`src/rtl/dcache_flush_unit_if.sv`:
```
// Memory port bundle between the dcache flush engine (master) and data memory (slave).
// Signal names keep the flush unit's point of view: _o leaves the engine, _i enters it.
interface dcache_flush_unit_if #(
    parameter int ADDR_W = 32,
    parameter int LINE_W = 256
);
    logic              mem_enable_o;
    logic              mem_write_o;
    logic [ADDR_W-1:0] mem_addr_o;
    logic [LINE_W-1:0] mem_data_o;
    logic              mem_ack_i;

    modport master (
        output mem_enable_o,
        output mem_write_o,
        output mem_addr_o,
        output mem_data_o,
        input  mem_ack_i
    );

    modport slave (
        input  mem_enable_o,
        input  mem_write_o,
        input  mem_addr_o,
        input  mem_data_o,
        output mem_ack_i
    );
endinterface

```
`src/rtl/dcache_flush_unit.sv`:
```
// Flush engine and access monitor for the write-back, direct-mapped data cache.
// On request it stalls the cache, scans every line, writes back each valid dirty
// line over the memory handshake and then clears that line's dirty bit.
// Optional feature macro: DCACHE_FLUSH_STATS_EN enables saturating access and
// write-back counters; without it the counter outputs are tied to zero.
module dcache_flush_unit #(
    parameter int NUM_LINES = 32,
    parameter int IDX_W     = $clog2(NUM_LINES),
    parameter int LINE_W    = 256,
    parameter int OFFSET_W  = 5,
    parameter int ADDR_W    = 32,
    parameter int TAG_W     = ADDR_W - IDX_W - OFFSET_W,
    parameter int CNT_W     = 32
) (
    input  logic                 clk_i,
    input  logic                 rst_i,

    input  logic                 flush_req_i,
    input  logic                 cache_idle_i,
    output logic                 flush_busy_o,
    output logic                 flush_done_o,

    output logic [IDX_W-1:0]     line_idx_o,
    output logic                 line_rd_o,
    input  logic                 line_valid_i,
    input  logic                 line_dirty_i,
    input  logic [TAG_W-1:0]     line_tag_i,
    input  logic [LINE_W-1:0]    line_data_i,
    output logic                 line_clean_o,

    dcache_flush_unit_if.master  mem_if,

    input  logic                 acc_valid_i,
    input  logic                 acc_write_i,
    input  logic                 acc_hit_i,
    input  logic                 acc_wb_i,
    input  logic                 stats_clr_i,
    output logic [CNT_W-1:0]     rd_hit_o,
    output logic [CNT_W-1:0]     rd_miss_o,
    output logic [CNT_W-1:0]     wr_hit_o,
    output logic [CNT_W-1:0]     wr_miss_o,
    output logic [CNT_W-1:0]     wb_cnt_o
);

    localparam logic [IDX_W-1:0] LAST_IDX = IDX_W'(NUM_LINES - 1);

    typedef enum logic [2:0] {
        S_IDLE,
        S_WAIT_IDLE,
        S_READ,
        S_CHECK,
        S_WRITE,
        S_CLEAN,
        S_NEXT,
        S_DONE
    } state_t;

    state_t              r_state;
    state_t              w_stateNext;
    logic [IDX_W-1:0]    r_idx;
    logic [ADDR_W-1:0]   r_memAddr;
    logic [LINE_W-1:0]   r_memData;

    logic                w_idxClear;
    logic                w_idxInc;
    logic                w_capture;
    logic                w_memEnable;
    logic                w_flushWb;

    // State register, scan index and the latched write-back address/data
    always_ff @(posedge clk_i) begin
        if (rst_i) begin
            r_state   <= S_IDLE;
            r_idx     <= '0;
            r_memAddr <= '0;
            r_memData <= '0;
        end else begin
            r_state <= w_stateNext;
            if (w_idxClear) begin
                r_idx <= '0;
            end else if (w_idxInc) begin
                r_idx <= r_idx + 1'b1;
            end
            if (w_capture) begin
                r_memAddr <= {line_tag_i, r_idx, {OFFSET_W{1'b0}}};
                r_memData <= line_data_i;
            end
        end
    end

    // Next-state decode and per-state control outputs; the scan never wraps past the last line
    always_comb begin
        w_stateNext  = r_state;
        w_idxClear   = 1'b0;
        w_idxInc     = 1'b0;
        w_capture    = 1'b0;
        w_memEnable  = 1'b0;
        w_flushWb    = 1'b0;
        flush_busy_o = 1'b0;
        flush_done_o = 1'b0;
        line_rd_o    = 1'b0;
        line_clean_o = 1'b0;
        case (r_state)
            S_IDLE: begin
                if (flush_req_i) begin
                    w_idxClear  = 1'b1;
                    w_stateNext = cache_idle_i ? S_READ : S_WAIT_IDLE;
                end
            end
            S_WAIT_IDLE: begin
                flush_busy_o = 1'b1;
                if (cache_idle_i) begin
                    w_stateNext = S_READ;
                end
            end
            S_READ: begin
                flush_busy_o = 1'b1;
                line_rd_o    = 1'b1;
                w_stateNext  = S_CHECK;
            end
            S_CHECK: begin
                flush_busy_o = 1'b1;
                if (line_valid_i && line_dirty_i) begin
                    w_capture   = 1'b1;
                    w_stateNext = S_WRITE;
                end else begin
                    w_stateNext = S_NEXT;
                end
            end
            S_WRITE: begin
                flush_busy_o = 1'b1;
                w_memEnable  = 1'b1;
                if (mem_if.mem_ack_i) begin
                    w_flushWb   = 1'b1;
                    w_stateNext = S_CLEAN;
                end
            end
            S_CLEAN: begin
                flush_busy_o = 1'b1;
                line_clean_o = 1'b1;
                w_stateNext  = S_NEXT;
            end
            S_NEXT: begin
                flush_busy_o = 1'b1;
                if (r_idx == LAST_IDX) begin
                    w_stateNext = S_DONE;
                end else begin
                    w_idxInc    = 1'b1;
                    w_stateNext = S_READ;
                end
            end
            S_DONE: begin
                flush_done_o = 1'b1;
                w_stateNext  = S_IDLE;
            end
            default: begin
                w_stateNext = S_IDLE;
            end
        endcase
    end

    assign line_idx_o          = r_idx;
    assign mem_if.mem_enable_o = w_memEnable;
    assign mem_if.mem_write_o  = w_memEnable;
    assign mem_if.mem_addr_o   = r_memAddr;
    assign mem_if.mem_data_o   = r_memData;

`ifdef DCACHE_FLUSH_STATS_EN

    logic [CNT_W-1:0] r_rdHit;
    logic [CNT_W-1:0] r_rdMiss;
    logic [CNT_W-1:0] r_wrHit;
    logic [CNT_W-1:0] r_wrMiss;
    logic [CNT_W-1:0] r_wbCnt;

    logic             w_rdHitInc;
    logic             w_rdMissInc;
    logic             w_wrHitInc;
    logic             w_wrMissInc;
    logic [1:0]       w_wbInc;

    // Add a small increment and clamp at the all-ones value instead of wrapping
    function automatic logic [CNT_W-1:0] satAdd(input logic [CNT_W-1:0] value,
                                                input logic [1:0]       inc);
        logic [CNT_W:0] sum;
        sum = {1'b0, value} + (CNT_W+1)'(inc);
        return sum[CNT_W] ? {CNT_W{1'b1}} : sum[CNT_W-1:0];
    endfunction

    assign w_rdHitInc  = acc_valid_i && !acc_write_i &&  acc_hit_i;
    assign w_rdMissInc = acc_valid_i && !acc_write_i && !acc_hit_i;
    assign w_wrHitInc  = acc_valid_i &&  acc_write_i &&  acc_hit_i;
    assign w_wrMissInc = acc_valid_i &&  acc_write_i && !acc_hit_i;
    assign w_wbInc     = {1'b0, acc_valid_i && acc_wb_i} + {1'b0, w_flushWb};

    // Saturating statistics counters; a clear wins over any increment in the same cycle
    always_ff @(posedge clk_i) begin
        if (rst_i || stats_clr_i) begin
            r_rdHit  <= '0;
            r_rdMiss <= '0;
            r_wrHit  <= '0;
            r_wrMiss <= '0;
            r_wbCnt  <= '0;
        end else begin
            r_rdHit  <= satAdd(r_rdHit,  {1'b0, w_rdHitInc});
            r_rdMiss <= satAdd(r_rdMiss, {1'b0, w_rdMissInc});
            r_wrHit  <= satAdd(r_wrHit,  {1'b0, w_wrHitInc});
            r_wrMiss <= satAdd(r_wrMiss, {1'b0, w_wrMissInc});
            r_wbCnt  <= satAdd(r_wbCnt,  w_wbInc);
        end
    end

    assign rd_hit_o  = r_rdHit;
    assign rd_miss_o = r_rdMiss;
    assign wr_hit_o  = r_wrHit;
    assign wr_miss_o = r_wrMiss;
    assign wb_cnt_o  = r_wbCnt;

`else

    // Statistics are compiled out: inputs are ignored and counts read as zero
    logic w_unusedStats;
    assign w_unusedStats = ^{acc_valid_i, acc_write_i, acc_hit_i, acc_wb_i,
                             stats_clr_i, w_flushWb};

    assign rd_hit_o  = '0;
    assign rd_miss_o = '0;
    assign wr_hit_o  = '0;
    assign wr_miss_o = '0;
    assign wb_cnt_o  = '0;

`endif

endmodule

```
`src/flat_wrapper.sv`:
```
// flat-port wrapper written by rule: the top's interface ports become plain ports
module dcache_flush_unit_flat 
#(
    parameter int NUM_LINES = 32,
    parameter int IDX_W     = $clog2(NUM_LINES),
    parameter int LINE_W    = 256,
    parameter int OFFSET_W  = 5,
    parameter int ADDR_W    = 32,
    parameter int TAG_W     = ADDR_W - IDX_W - OFFSET_W,
    parameter int CNT_W     = 32
)
  (clk_i, rst_i, flush_req_i, cache_idle_i, flush_busy_o, flush_done_o, line_idx_o, line_rd_o, line_valid_i, line_dirty_i, line_tag_i, line_data_i, line_clean_o, acc_valid_i, acc_write_i, acc_hit_i, acc_wb_i, stats_clr_i, rd_hit_o, rd_miss_o, wr_hit_o, wr_miss_o, wb_cnt_o, mem_if_mem_enable_o, mem_if_mem_write_o, mem_if_mem_addr_o, mem_if_mem_data_o, mem_if_mem_ack_i);
  dcache_flush_unit_if #(.ADDR_W(ADDR_W), .LINE_W(LINE_W)) mem_if_i ();
  input  logic clk_i;
  input  logic rst_i;
  input  logic flush_req_i;
  input  logic cache_idle_i;
  output logic flush_busy_o;
  output logic flush_done_o;
  output logic [IDX_W-1:0] line_idx_o;
  output logic line_rd_o;
  input  logic line_valid_i;
  input  logic line_dirty_i;
  input  logic [TAG_W-1:0] line_tag_i;
  input  logic [LINE_W-1:0] line_data_i;
  output logic line_clean_o;
  input  logic acc_valid_i;
  input  logic acc_write_i;
  input  logic acc_hit_i;
  input  logic acc_wb_i;
  input  logic stats_clr_i;
  output logic [CNT_W-1:0] rd_hit_o;
  output logic [CNT_W-1:0] rd_miss_o;
  output logic [CNT_W-1:0] wr_hit_o;
  output logic [CNT_W-1:0] wr_miss_o;
  output logic [CNT_W-1:0] wb_cnt_o;
  output wire logic [$bits(mem_if_i.mem_enable_o)-1:0] mem_if_mem_enable_o;
  output wire logic [$bits(mem_if_i.mem_write_o)-1:0] mem_if_mem_write_o;
  output wire logic [$bits(mem_if_i.mem_addr_o)-1:0] mem_if_mem_addr_o;
  output wire logic [$bits(mem_if_i.mem_data_o)-1:0] mem_if_mem_data_o;
  input wire logic [$bits(mem_if_i.mem_ack_i)-1:0] mem_if_mem_ack_i;
  assign mem_if_mem_enable_o = mem_if_i.mem_enable_o;
  assign mem_if_mem_write_o = mem_if_i.mem_write_o;
  assign mem_if_mem_addr_o = mem_if_i.mem_addr_o;
  assign mem_if_mem_data_o = mem_if_i.mem_data_o;
  assign mem_if_i.mem_ack_i = mem_if_mem_ack_i;
  dcache_flush_unit #(.NUM_LINES(NUM_LINES), .IDX_W(IDX_W), .LINE_W(LINE_W), .OFFSET_W(OFFSET_W), .ADDR_W(ADDR_W), .TAG_W(TAG_W), .CNT_W(CNT_W)) u_core (.clk_i(clk_i), .rst_i(rst_i), .flush_req_i(flush_req_i), .cache_idle_i(cache_idle_i), .flush_busy_o(flush_busy_o), .flush_done_o(flush_done_o), .line_idx_o(line_idx_o), .line_rd_o(line_rd_o), .line_valid_i(line_valid_i), .line_dirty_i(line_dirty_i), .line_tag_i(line_tag_i), .line_data_i(line_data_i), .line_clean_o(line_clean_o), .mem_if(mem_if_i), .acc_valid_i(acc_valid_i), .acc_write_i(acc_write_i), .acc_hit_i(acc_hit_i), .acc_wb_i(acc_wb_i), .stats_clr_i(stats_clr_i), .rd_hit_o(rd_hit_o), .rd_miss_o(rd_miss_o), .wr_hit_o(wr_hit_o), .wr_miss_o(wr_miss_o), .wb_cnt_o(wb_cnt_o));
endmodule
```
`config.mk`:
```
export PLATFORM = sky130hd
export DESIGN_NAME = dcache_flush_unit_flat
export DESIGN_NICKNAME = d
export VERILOG_FILES = /design/src/rtl/dcache_flush_unit_if.sv /design/src/rtl/dcache_flush_unit.sv /design/src/flat_wrapper.sv
export SDC_FILE = /design/constraint.sdc
export NUM_CORES = 1
export LEC_CHECK = 0
export BUFFER_PORTS_ARGS = -buffer_cell sky130_fd_sc_hd__buf_4
export CORE_AREA = 2 2 294 296
export DETAILED_ROUTE_END_ITERATION = 7
export DIE_AREA = 0 0 296 298
export GPL_TIMING_DRIVEN = 0
export PLACE_DENSITY = 0.42
export SLEW_MARGIN = 5
export SYNTH_ARGS = -nofsm -noshare
export SYNTH_HDL_FRONTEND = slang
export SYNTH_SLANG_ARGS = --single-unit
```
`constraint.sdc`:
```
create_clock -name clk_i -period 4.15 [get_ports clk_i]
set_clock_uncertainty 0.2 [all_clocks]
set_input_delay 0.415 -clock clk_i [delete_from_list [all_inputs] [get_ports clk_i]]
set_output_delay 0.415 -clock clk_i [all_outputs]
set_load 0.005 [all_outputs]
```
==> summary.md <==
| Metric | Value |
|---|---|
| Post-synthesis cell type count | 32 |
| Finish-stage setup viols | 0 |
| Leakage power | 9.55 nW |
| Worst Setup EP | mem_if_mem_write_o |
| CTS tree | done |
| Worst setup EP type | output port |
| # clock sinks | 291 |
| DP HPWL | 48500 um |
| Die area | 88200 um^2 |
| FF-to-FF path depth | 5 |
| DR vias | 14.6k |
| FILL cells | 9437 |
| Async SR Flop Fraction | 0% |
| Seq cells post-synth | 291 |
| GRT Util Overall | 13.6% |
| PwrDens | 342 nW/um^2 |
| H-tree level count | 2 |
| Initial core utilization | 14.6% |
| Outcome | finished, final reports clean |
| Total congestion overflow | 0 |
| Final Cycle Share | 69.6% |
| Max-Cap Viols | 0 |
| Post CTS Setup Buffer Count | 0 |
| RSZ-0062 raised after global routing | false |
| Placed cell count | 3406 |
| Worst-margin pin slew | 1.00 ns |
| Die W | 296 um |
| Total wire length | 63500 um |
| Clock Path Buffers | 3 |
| CTS clk-pin slew, worst paths | 0.06 ns |
| Avg WL per Cell | 16.9 um |
| Vias per cell | 3.89 |
| Ys Warns | 0 |
| DR iter-0 viols | 538 |
| Final hold violation count | 0 |
| CP Max Fanout | 10 |
| Setup CP Type | reg2out |
| Antenna viol nets, final | 0 |
| Final Wtd Congestion | 0.788 |
| Ports | 749 |
| Vias in the first global route | 14.6k |
| First-pass GRT wire length | 91800 um |
| CP Launch Type | flop |
| Setup_tns | 0 ns |
| N_diodes | 0 |
| Worst r2r dst | u_core.mem_if.mem_data_o[99] |
| Sequential fraction of the synthesis area | 46.9% |
| Synthesized netlist cell count | 1521 |
| Cell Rows | 107 |
| Final std cells w/o fill | 3750 |
| Layout area overhead | 83.2% |
| Peak supply drop | 0.000213 V |
| Reg2Reg Setup Slack | 1.78 ns |
| Slew headroom | 33.1% |
| Fmax | 346 MHz |
| Worst path required time | 3.53 ns |
| DRT Pass-1 Iters | 5 |
| Post-synth EDFFs | 0 |
| I/O Buffers | 577 |
| CTS Root Cell | clkbuf_16 |
| Post-synthesis cell area | 12400 um^2 |
| DRC | 0 |
| CP Data Arrival Time | 2.27 ns |
| Hold Path Class | in2reg |
| Initial antenna violation count | 2 |
| Core area | 84900 um^2 |
| Num CTS Buffers | 39 |
| R2R Path Start | u_core.r_state[2] |
| Worst Setup SP | u_core.r_state[2] |
| Syn Area/Cell | 8.17 um^2 |
| Pin count of the biggest net entering global routing | 11 |
| Chip height | 298 um |
| Ys flop type | dfxtp_1 |
| Layout cells sized above 1 | 33.3% |
| Final nets | 2874 |
| Post-CTS resize count | 0 |
| Worst-skew pair later-pin latency | 0.56 ns |
| Fin. max-slew vios | 0 |
| Min Tclk post-route | 2.89 ns |
| Hold path cells | 4 |
area by class of cell:
class                           instances  area [um^2]  area share [%]
Clock inverter                          9         65.1           0.286
Timing Repair Buffer                  856         7120            31.3
Inverter                                4         15.0          0.0659
Clock buffer                           56         1110            4.87
Tap cell                             1144         1430            6.28
Sequential cell                       291         5830            25.6
Multi-Input combinational cell       1063         5180            22.7
Buffer                                327         2030            8.90
worst min path at each step:
stage	slack, ns	to	startpoint
6_report	0.07	u_core.r_state[1]	cache_idle_i
2_1_floorplan	0.27	u_core.mem_if.mem_addr_o[31]	u_core.mem_if.mem_addr_o[31]
4_1_cts	0.01	u_core.r_state[1]	cache_idle_i
3_5_place_dp	0.27	u_core.mem_if.mem_data_o[190]	u_core.mem_if.mem_data_o[190]
3_3_place_gp	0.26	u_core.mem_if.mem_data_o[25]	u_core.mem_if.mem_data_o[25]
5_1_grt	0.06	u_core.r_state[1]	cache_idle_i
layer usage:
metal	up-vias	wire length, um	global-route usage (%)
met1	6806	25900	16.3
met2	500	31100	23.6
met4	2	1930	4.61
met3	103	4600	3.41
li1	7161	-	-
met5	-	11	0
kinds of logic (layout without fill, tap and decap cells):
group / after synthesis / in the layout / synth area share, %
AOI/OAI and AO/OA: 584 / 584 / 23.7
xor gates and xnor gates: 1 / 1 / 0.0705
adders and majority gates: 2 / 2 / 0.201
buffers and inverters: 331 / 1252 / 16.4
DFF: 291 / 291 / 46.9
other: 1 / 165 / 0.0302
and+or+nand+nor: 311 / 311 / 12.7
sequential cells by signal, summed over array words and instances, names as in the netlist:
signal / count
u_core.mem_if.mem_addr_o: 27
u_core.r_state: 3
u_core.line_idx_o: 5
u_core.mem_if.mem_data_o: 256
cells in the final DEF, fill, tap and decap left out, types with 2 or more instances in the layout:
| cell type | count |
|---|---|
| clkbuf_1 | 106 |
| clkinv_2 | 3 |
| dfxtp_1 | 291 |
| and3_1 | 2 |
| clkinvlp_4 | 2 |
| nor3_1 | 3 |
| conb_1 | 165 |
| dlygate4sd3_1 | 279 |
| inv_1 | 3 |
| nand4_1 | 2 |
| or3_1 | 2 |
| nand2_1 | 5 |
| ha_1 | 2 |
| buf_2 | 33 |
| clkbuf_16 | 39 |
| nand3_1 | 285 |
| buf_4 | 771 |
| inv_6 | 3 |
| nor2_1 | 4 |
| o21ai_0 | 288 |
| clkbuf_8 | 7 |
| a21oi_1 | 291 |
| buf_6 | 4 |
Yosys cell counts (3+ instances only):
cell	instances	area, um^2
buf_6	4	45.0
nand2_1	5	18.8
nor2_1	4	15.0
dfxtp_1	291	5830
a21oi_1	291	1460
nor3_1	3	15.0
buf_2	33	165
inv_1	3	11.3
nand3_1	285	1430
clkbuf_1	96	360
o21ai_0	288	1440
buf_4	194	1460
metrics by stage:
stage                     utilization (%)  total power (W)  instance area (um^2)  setup slack, ns  hold slack, ns
after CTS                            26.8          0.00792                 22800             1.15          0.0112
after global routing                 26.8          0.00816                 22800             1.05          0.0566
final                                26.8          0.00778                 22800             1.26          0.0745
after floorplan                         -          0.00368                 13000             2.22           0.270
after global placement               22.2          0.00442                 18800             1.61           0.262
after detailed placement             22.2          0.00441                 18800             1.61           0.267
critical path, cell delays in order (launching register included):
cell and delay [ns]:
dfxtp_1 0.30, buf_6 0.14, buf_6 0.14, inv_2 0.17, clkbuf_1 0.48, nor3_1 0.18, buf_4 0.17, buf_4 0.12
power by group:
group	leakage, nW	switching (W)	internal [W]
sequential	2.34	0.0000524	0.00288
clock	0.572	0.00136	0.00185
combinational	6.63	0.000887	0.000742
total	9.55	0.00230	0.00547
repair_timing:
item,in CTS,in global routing
endpoints found under the hold margin,279,0
endpoints found under the setup margin,0,0
hold buffers,279,0
(Power assumes the default switching activity.)
